[src/rtl/zube_bus_pkg.sv]
// Shared types and constants for the two-register bus master.
package zube_bus_pkg;

  typedef enum logic [2:0] {
    ST_IDLE,
    ST_SETUP,
    ST_STROBE,
    ST_HOLD,
    ST_RESP
  } state_e;

  localparam logic REG_SEL_1         = 1'b0;
  localparam logic REG_SEL_2         = 1'b1;
  localparam int   BUS_W             = 8;
  localparam int   MIN_STROBE_CYCLES = 3;

  function automatic int max3(input int a, input int b, input int c);
    int m;
    m = (a > b) ? a : b;
    return (m > c) ? m : c;
  endfunction

endpackage

[src/rtl/bus_master_seq.sv]
// Command sequencer driving chip-select, strobes and data for
// the two-register bus target; one command outstanding at a time.
module bus_master_seq
  import zube_bus_pkg::*;
#(
  parameter int SETUP_CYCLES  = 2,
  parameter int STROBE_CYCLES = 4,
  parameter int HOLD_CYCLES   = 2
) (
  input  logic             clk,
  input  logic             reset,
  input  logic             cmd_valid,
  output logic             cmd_ready,
  input  logic             cmd_write,
  input  logic             cmd_reg,
  input  logic [BUS_W-1:0] cmd_wdata,
  output logic             rsp_valid,
  input  logic             rsp_ready,
  output logic             rsp_write,
  output logic [BUS_W-1:0] rsp_rdata,
  output logic             reg1_cs_b,
  output logic             reg2_cs_b,
  output logic             write_strobe_b,
  output logic             read_strobe_b,
  output logic [BUS_W-1:0] data_out,
  output logic             data_oe,
  input  logic [BUS_W-1:0] data_in
);

  localparam int MAX_CYC = max3(SETUP_CYCLES, STROBE_CYCLES, HOLD_CYCLES);
  localparam int CW      = $clog2(MAX_CYC + 1);

  localparam logic [CW-1:0] LD_SETUP  = CW'(SETUP_CYCLES);
  localparam logic [CW-1:0] LD_STROBE = CW'(STROBE_CYCLES - 1);
  localparam logic [CW-1:0] LD_HOLD   = CW'(HOLD_CYCLES - 1);

  if (SETUP_CYCLES < 1) begin : g_bad_setup
    $error("SETUP_CYCLES must be >= 1");
  end
  if (STROBE_CYCLES < MIN_STROBE_CYCLES) begin : g_bad_strobe
    $error("STROBE_CYCLES must be >= MIN_STROBE_CYCLES");
  end
  if (HOLD_CYCLES < 1) begin : g_bad_hold
    $error("HOLD_CYCLES must be >= 1");
  end

  state_e          r_state;
  state_e          w_next;
  logic [CW-1:0]   r_cnt;
  logic [CW-1:0]   w_cnt_nxt;
  logic            r_write;
  logic            r_reg;
  logic [BUS_W-1:0] r_wdata;

  logic             r_cmd_ready;
  logic             r_rsp_valid;
  logic             r_rsp_write;
  logic [BUS_W-1:0] r_rsp_rdata;
  logic             r_cs1_b;
  logic             r_cs2_b;
  logic             r_wstb_b;
  logic             r_rstb_b;
  logic [BUS_W-1:0] r_dout;
  logic             r_oe;

  logic w_accept;
  logic w_bus_act;
  logic w_last_stb;

  always_comb begin
    w_next    = r_state;
    w_cnt_nxt = r_cnt;
    unique case (r_state)
      ST_IDLE: begin
        if (cmd_valid) begin
          w_next    = ST_SETUP;
          w_cnt_nxt = LD_SETUP;
        end
      end
      ST_SETUP: begin
        if (r_cnt == '0) begin
          w_next    = ST_STROBE;
          w_cnt_nxt = LD_STROBE;
        end else begin
          w_cnt_nxt = r_cnt - CW'(1);
        end
      end
      ST_STROBE: begin
        if (r_cnt == '0) begin
          w_next    = ST_HOLD;
          w_cnt_nxt = LD_HOLD;
        end else begin
          w_cnt_nxt = r_cnt - CW'(1);
        end
      end
      ST_HOLD: begin
        if (r_cnt == '0) begin
          w_next    = ST_RESP;
          w_cnt_nxt = '0;
        end else begin
          w_cnt_nxt = r_cnt - CW'(1);
        end
      end
      ST_RESP: begin
        if (rsp_ready) begin
          w_next = ST_IDLE;
        end
      end
      default: begin
        w_next    = ST_IDLE;
        w_cnt_nxt = '0;
      end
    endcase
  end

  // SETUP spends its first cycle with CS still high, so the bus
  // window opens one edge after the accept edge.
  assign w_accept   = (r_state == ST_IDLE) && cmd_valid;
  assign w_bus_act  = (r_state != ST_IDLE) &&
                      ((w_next == ST_SETUP) ||
                       (w_next == ST_STROBE) ||
                       (w_next == ST_HOLD));
  assign w_last_stb = (r_state == ST_STROBE) && (r_cnt == '0);

  always_ff @(posedge clk or posedge reset) begin
    if (reset) begin
      r_state <= ST_IDLE;
      r_cnt   <= '0;
      r_write <= 1'b0;
      r_reg   <= REG_SEL_1;
      r_wdata <= '0;
    end else begin
      r_state <= w_next;
      r_cnt   <= w_cnt_nxt;
      if (w_accept) begin
        r_write <= cmd_write;
        r_reg   <= cmd_reg;
        r_wdata <= cmd_wdata;
      end
    end
  end

  always_ff @(posedge clk or posedge reset) begin
    if (reset) begin
      r_cmd_ready <= 1'b1;
      r_rsp_valid <= 1'b0;
      r_rsp_write <= 1'b0;
      r_rsp_rdata <= '0;
      r_cs1_b     <= 1'b1;
      r_cs2_b     <= 1'b1;
      r_wstb_b    <= 1'b1;
      r_rstb_b    <= 1'b1;
      r_dout      <= '0;
      r_oe        <= 1'b0;
    end else begin
      r_cmd_ready <= (w_next == ST_IDLE);
      r_rsp_valid <= (w_next == ST_RESP);
      r_cs1_b     <= !(w_bus_act && (r_reg == REG_SEL_1));
      r_cs2_b     <= !(w_bus_act && (r_reg == REG_SEL_2));
      r_wstb_b    <= !((w_next == ST_STROBE) && r_write);
      r_rstb_b    <= !((w_next == ST_STROBE) && !r_write);
      r_oe        <= w_bus_act && r_write;
      r_dout      <= (w_bus_act && r_write) ? r_wdata : '0;
      if (w_accept) begin
        r_rsp_write <= cmd_write;
        r_rsp_rdata <= '0;
      end else if (w_last_stb && !r_write) begin
        r_rsp_rdata <= data_in;
      end
    end
  end

  assign cmd_ready      = r_cmd_ready;
  assign rsp_valid      = r_rsp_valid;
  assign rsp_write      = r_rsp_write;
  assign rsp_rdata      = r_rsp_rdata;
  assign reg1_cs_b      = r_cs1_b;
  assign reg2_cs_b      = r_cs2_b;
  assign write_strobe_b = r_wstb_b;
  assign read_strobe_b  = r_rstb_b;
  assign data_out       = r_dout;
  assign data_oe        = r_oe;

endmodule

[config.mk]
export PLATFORM = sky130hd
export DESIGN_NAME = bus_master_seq
export DESIGN_NICKNAME = d
export VERILOG_FILES = /design/src/rtl/zube_bus_pkg.sv /design/src/rtl/bus_master_seq.sv
export SDC_FILE = /design/constraint.sdc
export NUM_CORES = 1
export LEC_CHECK = 0
export BUFFER_PORTS_ARGS = -buffer_cell sky130_fd_sc_hd__buf_2
export CAP_MARGIN = 15
export CELL_PAD_IN_SITES_DETAIL_PLACEMENT = 0
export CELL_PAD_IN_SITES_GLOBAL_PLACEMENT = 2
export CORE_ASPECT_RATIO = 1.1
export CORE_UTILIZATION = 32
export DETAILED_ROUTE_END_ITERATION = 6
export GPL_TIMING_DRIVEN = 0
export PLACE_DENSITY = 0.88
export SETUP_SLACK_MARGIN = 0.5
export SLEW_MARGIN = 20
export SYNTH_ARGS = -nofsm -noshare
export SYNTH_HDL_FRONTEND = slang
export SYNTH_SLANG_ARGS = --single-unit
[constraint.sdc]
create_clock -name clk -period 1.9 [get_ports clk]
set_input_delay 0.38 -clock clk [delete_from_list [all_inputs] [get_ports clk]]
set_output_delay 0.38 -clock clk [all_outputs]
set_load 0.03 [all_outputs]
# Word-level counts from Yosys, hierarchy flattened
# Cells that the tools add are included.
[op_classes]
addsub = 1
mul = 0
div = 0
magnitude_cmp = 0
eq_ne = 9
n_shift = 0
mux = 14
bitwise = 2
reduce_logical = 22
[op_table]
columns = ["cell", "count"]
rows = [
  ["3-bit one-hot mux with 5 select lines", 2],
  ["3-bit 2-to-1 mux", 9],
  ["8-bit 2-to-1 mux", 3],
  ["3-bit by 2-bit == test with 1-bit output, second input constant", 4],
  ["1-bit logical AND", 9],
  ["3-bit zero test", 3],
  ["3-bit by 1-bit == test with 1-bit output, second input constant", 2],
  ["3-bit == test, second input constant", 2],
  ["1-bit zero test", 5],
  ["3-bit nonzero test", 1],
  ["3-bit by 1-bit subtractor with 3-bit output, second input constant", 1],
  ["1-bit logical OR", 2],
  ["2-bit inequality test, second input constant", 1],
  ["1-bit inverter", 2],
  ["2-bit AND reduction", 1],
  ["2-bit nonzero test", 1],
]
[totals]
register_bits = 39
latch_bits = 0
ram_bits = 0
mem_bits_ro = 0
elab_cells = 62
memories = 0

# Logic depth before layout (Yosys ltp)
[depth]
word_depth = 9
depth_mapped = 5

# Worst setup path after synthesis
# Ideal clock, no wire load.
[synth_timing]
path_type = "register to register"
start = "register r_state[2]"
end = "register r_wdata[7]"
setup_time_ns = 0.125
arrival_ns = 1.410
t_required_ns = 1.775
path_slack_ns = 0.365
stages_incl_launch_ff = 5
n_path_buf = 1
synth_period_minus_slack_ns = 1.535
cell_sequence = "dfrtp_1 nand2b_1 nor3_4 buf_6 mux2_2"
[synth_via]
elab_chain_len = 2
[synth_lines]
columns = ["element", "line", "rtl"]
rows = [
  ["from (decl)", "bus_master_seq.sv:47", "state_e r_state;"],
  ["from (signal assigned)", "bus_master_seq.sv:133", "r_state <= w_next;"],
  ["3-bit zero test", "bus_master_seq.sv:118", "assign w_accept = (r_state == ST_IDLE) && cmd_valid;"],
  ["1-bit logical AND", "bus_master_seq.sv:118", ""],
  ["to (signal assigned)", "bus_master_seq.sv:138", "r_wdata <= cmd_wdata;"],
  ["to (decl)", "bus_master_seq.sv:53", "logic [BUS_W-1:0] r_wdata;"],
]
# Every way passes these cells.
# A chain may end at the register's enable or synchronous reset.

# Final worst setup path
[layout_timing]
start = "register r_cnt[0]"
end = "register r_rsp_rdata[0] (netlist: rsp_rdata[0])"
[layout_via]
elab_chain_len = 4
[layout_lines]
columns = ["element", "line", "rtl"]
rows = [
  ["from (decl)", "bus_master_seq.sv:49", "logic [CW-1:0] r_cnt;"],
  ["from (signal assigned)", "bus_master_seq.sv:134", "r_cnt <= w_cnt_nxt;"],
  ["3-bit zero test", "bus_master_seq.sv:123", "assign w_last_stb = (r_state == ST_STROBE) && (r_cnt == '0);"],
  ["1-bit logical AND", "bus_master_seq.sv:123", ""],
  ["1-bit logical AND", "bus_master_seq.sv:167", "end else if (w_last_stb && !r_write) begin"],
  ["2-bit nonzero test (no source line)", "-", ""],
  ["to (signal assigned)", "bus_master_seq.sv:168", "r_rsp_rdata <= data_in;"],
  ["to (decl)", "bus_master_seq.sv:58", "logic [BUS_W-1:0] r_rsp_rdata;"],
]
# Every way passes these cells.

==> impl_metrics.csv <==
group,metric,value,unit
run_status,outcome,"finished, final reports clean",
cells_and_area,fin_cells,263,
power_and_ir_drop,leakage,1.124,nW
floorplan,start_util,34.22,%
place,dp_hpwl,2591,um
yosys,postSynthCellCount,138,
clocking,numClockSinks,39,
floorplan,dieArea,5405,um^2
cells_and_area,layout_common_cells,"40 x buf_2, 29 x dfrtp_1, 15 x buf_4",
place,place_inst,240,
floorplan,dieHeight,77.01,um
yosys,yosysSeqAreaShare,60.02,%
routing,vias,1317,
power_and_ir_drop,sw_frac_of_total,41.69,%
timing,tightestPinTransition,555.8,ps
clocking,cts_hold_buf,0,
yosys,synth_ff_type,"dfrtp_1",
timing,hold_ws,29.02,ps
grt,grt_util_all_layers,15.12,%
cells_and_area,n_antenna_cell,0,
timing,hold_viol,0,
yosys,synth_area_per_cell,11.86,um^2
yosys,netlist.area_leader.share,51.99,%
power_and_ir_drop,peakVddDrop,794.1,uV
cells_and_area,final_nets,228,
yosys,synth_area_leaders,"dfrtp_1 52%, dfstp_2 8.0%, mux2_2 7.6%",
timing,setup_viol,0,
place,placement.io_buffers,45,
worst_hold_path,hold_path_class,"in -> async",
timing,finalCritPeriodShare,77.92,%
cells_and_area,syn2layout_area_growth,40.14,%
grt,gr-total-overflow,0,
yosys,synth_seq_cells,39,
cells_and_area,final_common_cell,"buf_2",
routing,vias_per_cell,5.008,
routing,ant_nets,0,
critical_path,endpoint_kind,"flop",
yosys,synthArstFlopShare,100.0,%
critical_path,required,2080,ps
timing,maxSlewHeadroom,62.42,%
yosys,yosys_warnings,0,
clocking,cts_buffer_depth,2,
timing,fin_tns_setup,0,ps
timing,fin_skew,5.557,ps
place,pre_cts_ws,198.3,ps
timing,fmax,675.5,MHz
yosys,syn_nets,160,
critical_path,reg2reg_to,"rsp_rdata[0]$_DFFE_PP0P_",
grt,antenna_found_initial,0,
clocking,clkTransAtPathRegs,80,ps
critical_path,cp_max_fo,5,
clocking,cts_tree,"built",
timing,rsz0062_at_grt,"yes",
critical_path,r2r_slack,420,ps
place,gp_congestion,0.7669,
clocking,clk_latency,290,ps
critical_path,arrival,1660,ps
critical_path,crit_path_start_kind,"flop",
grt,grt_pass1_vias,1339,
grt,grt_pass1_wl,6389,um
routing,drt-initial-drc-count,50,
power_and_ir_drop,seq_power_share,32.9,%
timing,period_needed,1480,ps
cells_and_area,drive_gt1_share,54.11,%
routing,wl_per_cell,14.91,um
yosys,netlist_area,1637,um^2
routing,dr.pass1.iters,5,
yosys,synth-edff-count,0,
clocking,cts_inserted_buffers,5,
floorplan,die_w,70.19,um
floorplan,design.core.area,4782,um^2
critical_path,r2r-start,"r_cnt[0]$_DFFE_PP0P_",
run,maxCapViolations,0,
clocking,cts-root-buf,"clkbuf_8",
critical_path,reg2regPathDepth,5,
timing,slew_violations,0,
timing,setup_ws,419.6,ps
power_and_ir_drop,p_sw,1.820,mW
yosys,ys_types,35,
routing,drc,0,
routing,routed_wl,3921,um
grt,grt_max_degree,27,
yosys,synth_top_cell_by_area,"dfrtp_1",
floorplan,placementRows,26,
floorplan,pin_count,46,
power_and_ir_drop,p_int,2.546,mW
power_and_ir_drop,finalPower,4.366,mW
power_and_ir_drop,p_comb_share,54.5,%
power_and_ir_drop,p_clk_share,12.6,%
power_and_ir_drop,powerDensity,1903,nW/um^2
clocking,cts-htree-levels,2,
critical_path,path_class,"reg -> reg",
[synthesized netlist by cell type, types with 2 or more instances]
library cell / count
nor3_1: 2
and3_1: 8
buf_6: 3
nand3_1: 10
mux2_2: 11
dfstp_2: 5
clkbuf_1: 3
o21bai_1: 2
and2_1: 2
o2bb2ai_1: 2
nand2b_1: 2
nand2_1: 5
dfrtp_1: 34
o21ai_1: 2
a21oi_1: 9
o21ai_0: 10
a211oi_1: 2
nor2_1: 6
inv_1: 4
[repair_timing]
action,in CTS,in global routing
resized for setup,14,33
buffers inserted,12,2
gates cloned,1,0
endpoints found under the setup margin,36,42
pin swaps,4,2
[power groups by stage]
| stage | clock network, mW | registers, mW | logic (mW) |
|---|---|---|---|
| floorplan | 0 | 1.86 | 1.01 |
| global placement | 0 | 1.42 | 1.88 |
| detailed placement | 0 | 1.44 | 1.93 |
| CTS | 0.567 | 1.43 | 2.17 |
| global route | 0.607 | 1.49 | 2.57 |
| finish | 0.549 | 1.44 | 2.38 |
[layer usage]
layer	vias up	share of wire (%)	GRT usage, %
met4	0	2.1	7.800
met1	658	42	18.24
met5	-	0	0
met2	32	52	25.10
li1	622	-	-
met3	5	4.0	3.417
[cells by family (layout without fill, tap and decap cells)]
logic type | count (synthesis) | in the layout | synth area share [%]
flip-flops | 39 | 39 | 60.02
multiplexers | 11 | 11 | 7.569
AND/OR/NAND/NOR | 43 | 43 | 16.29
XOR/XNOR | 1 | 1 | 0.5353
AO/OA/AOI/OAI | 31 | 31 | 11.09
buffers and inverters | 13 | 82 | 4.509
[critical path, cell delays in order, from the launching register on]
cell     delay, ps
dfrtp_1        380
buf_6          130
or4b_4         510
buf_8          150
o21ai_1        120
a21oi_1         80
[worst max-delay path by stage]
stage | start | end | slack, ps | depth (start not counted)
floorplan | r_state[2]$_DFF_PP0_ | rsp_write$_DFFE_PP0P_ | 390 | 4
global placement | reset | r_state[1]$_DFF_PP0_ | 170 | 2
detailed placement | r_cnt[2]$_DFFE_PP0P_ | data_out[2]$_DFF_PP0_ | 200 | 4
CTS | r_cnt[0]$_DFFE_PP0P_ | rsp_rdata[1]$_DFFE_PP0P_ | 420 | 5
global route | r_cnt[0]$_DFFE_PP0P_ | rsp_rdata[7]$_DFFE_PP0P_ | 350 | 5
finish | r_cnt[0]$_DFFE_PP0P_ | rsp_rdata[0]$_DFFE_PP0P_ | 420 | 5
[stage by stage]
step,cell area (um^2),util (%)
after global routing,2293,47.96
after floorplan,1660,-
after CTS,2197,45.94
after global placement,1956,40.89
final,2293,47.96
after detailed placement,1976,41.31
[layout make-up]
class	instances	area (um^2)
plain buffers	9	81.33
repair buffers	61	385.4
multi-input cells	86	668.1
inverters	4	15.01
flip-flops and latches	39	988.4
fillers	443	2489
clock buffers	6	72.57
clock inverters	2	12.51
well taps	56	70.07
(Power assumes the default switching activity.)
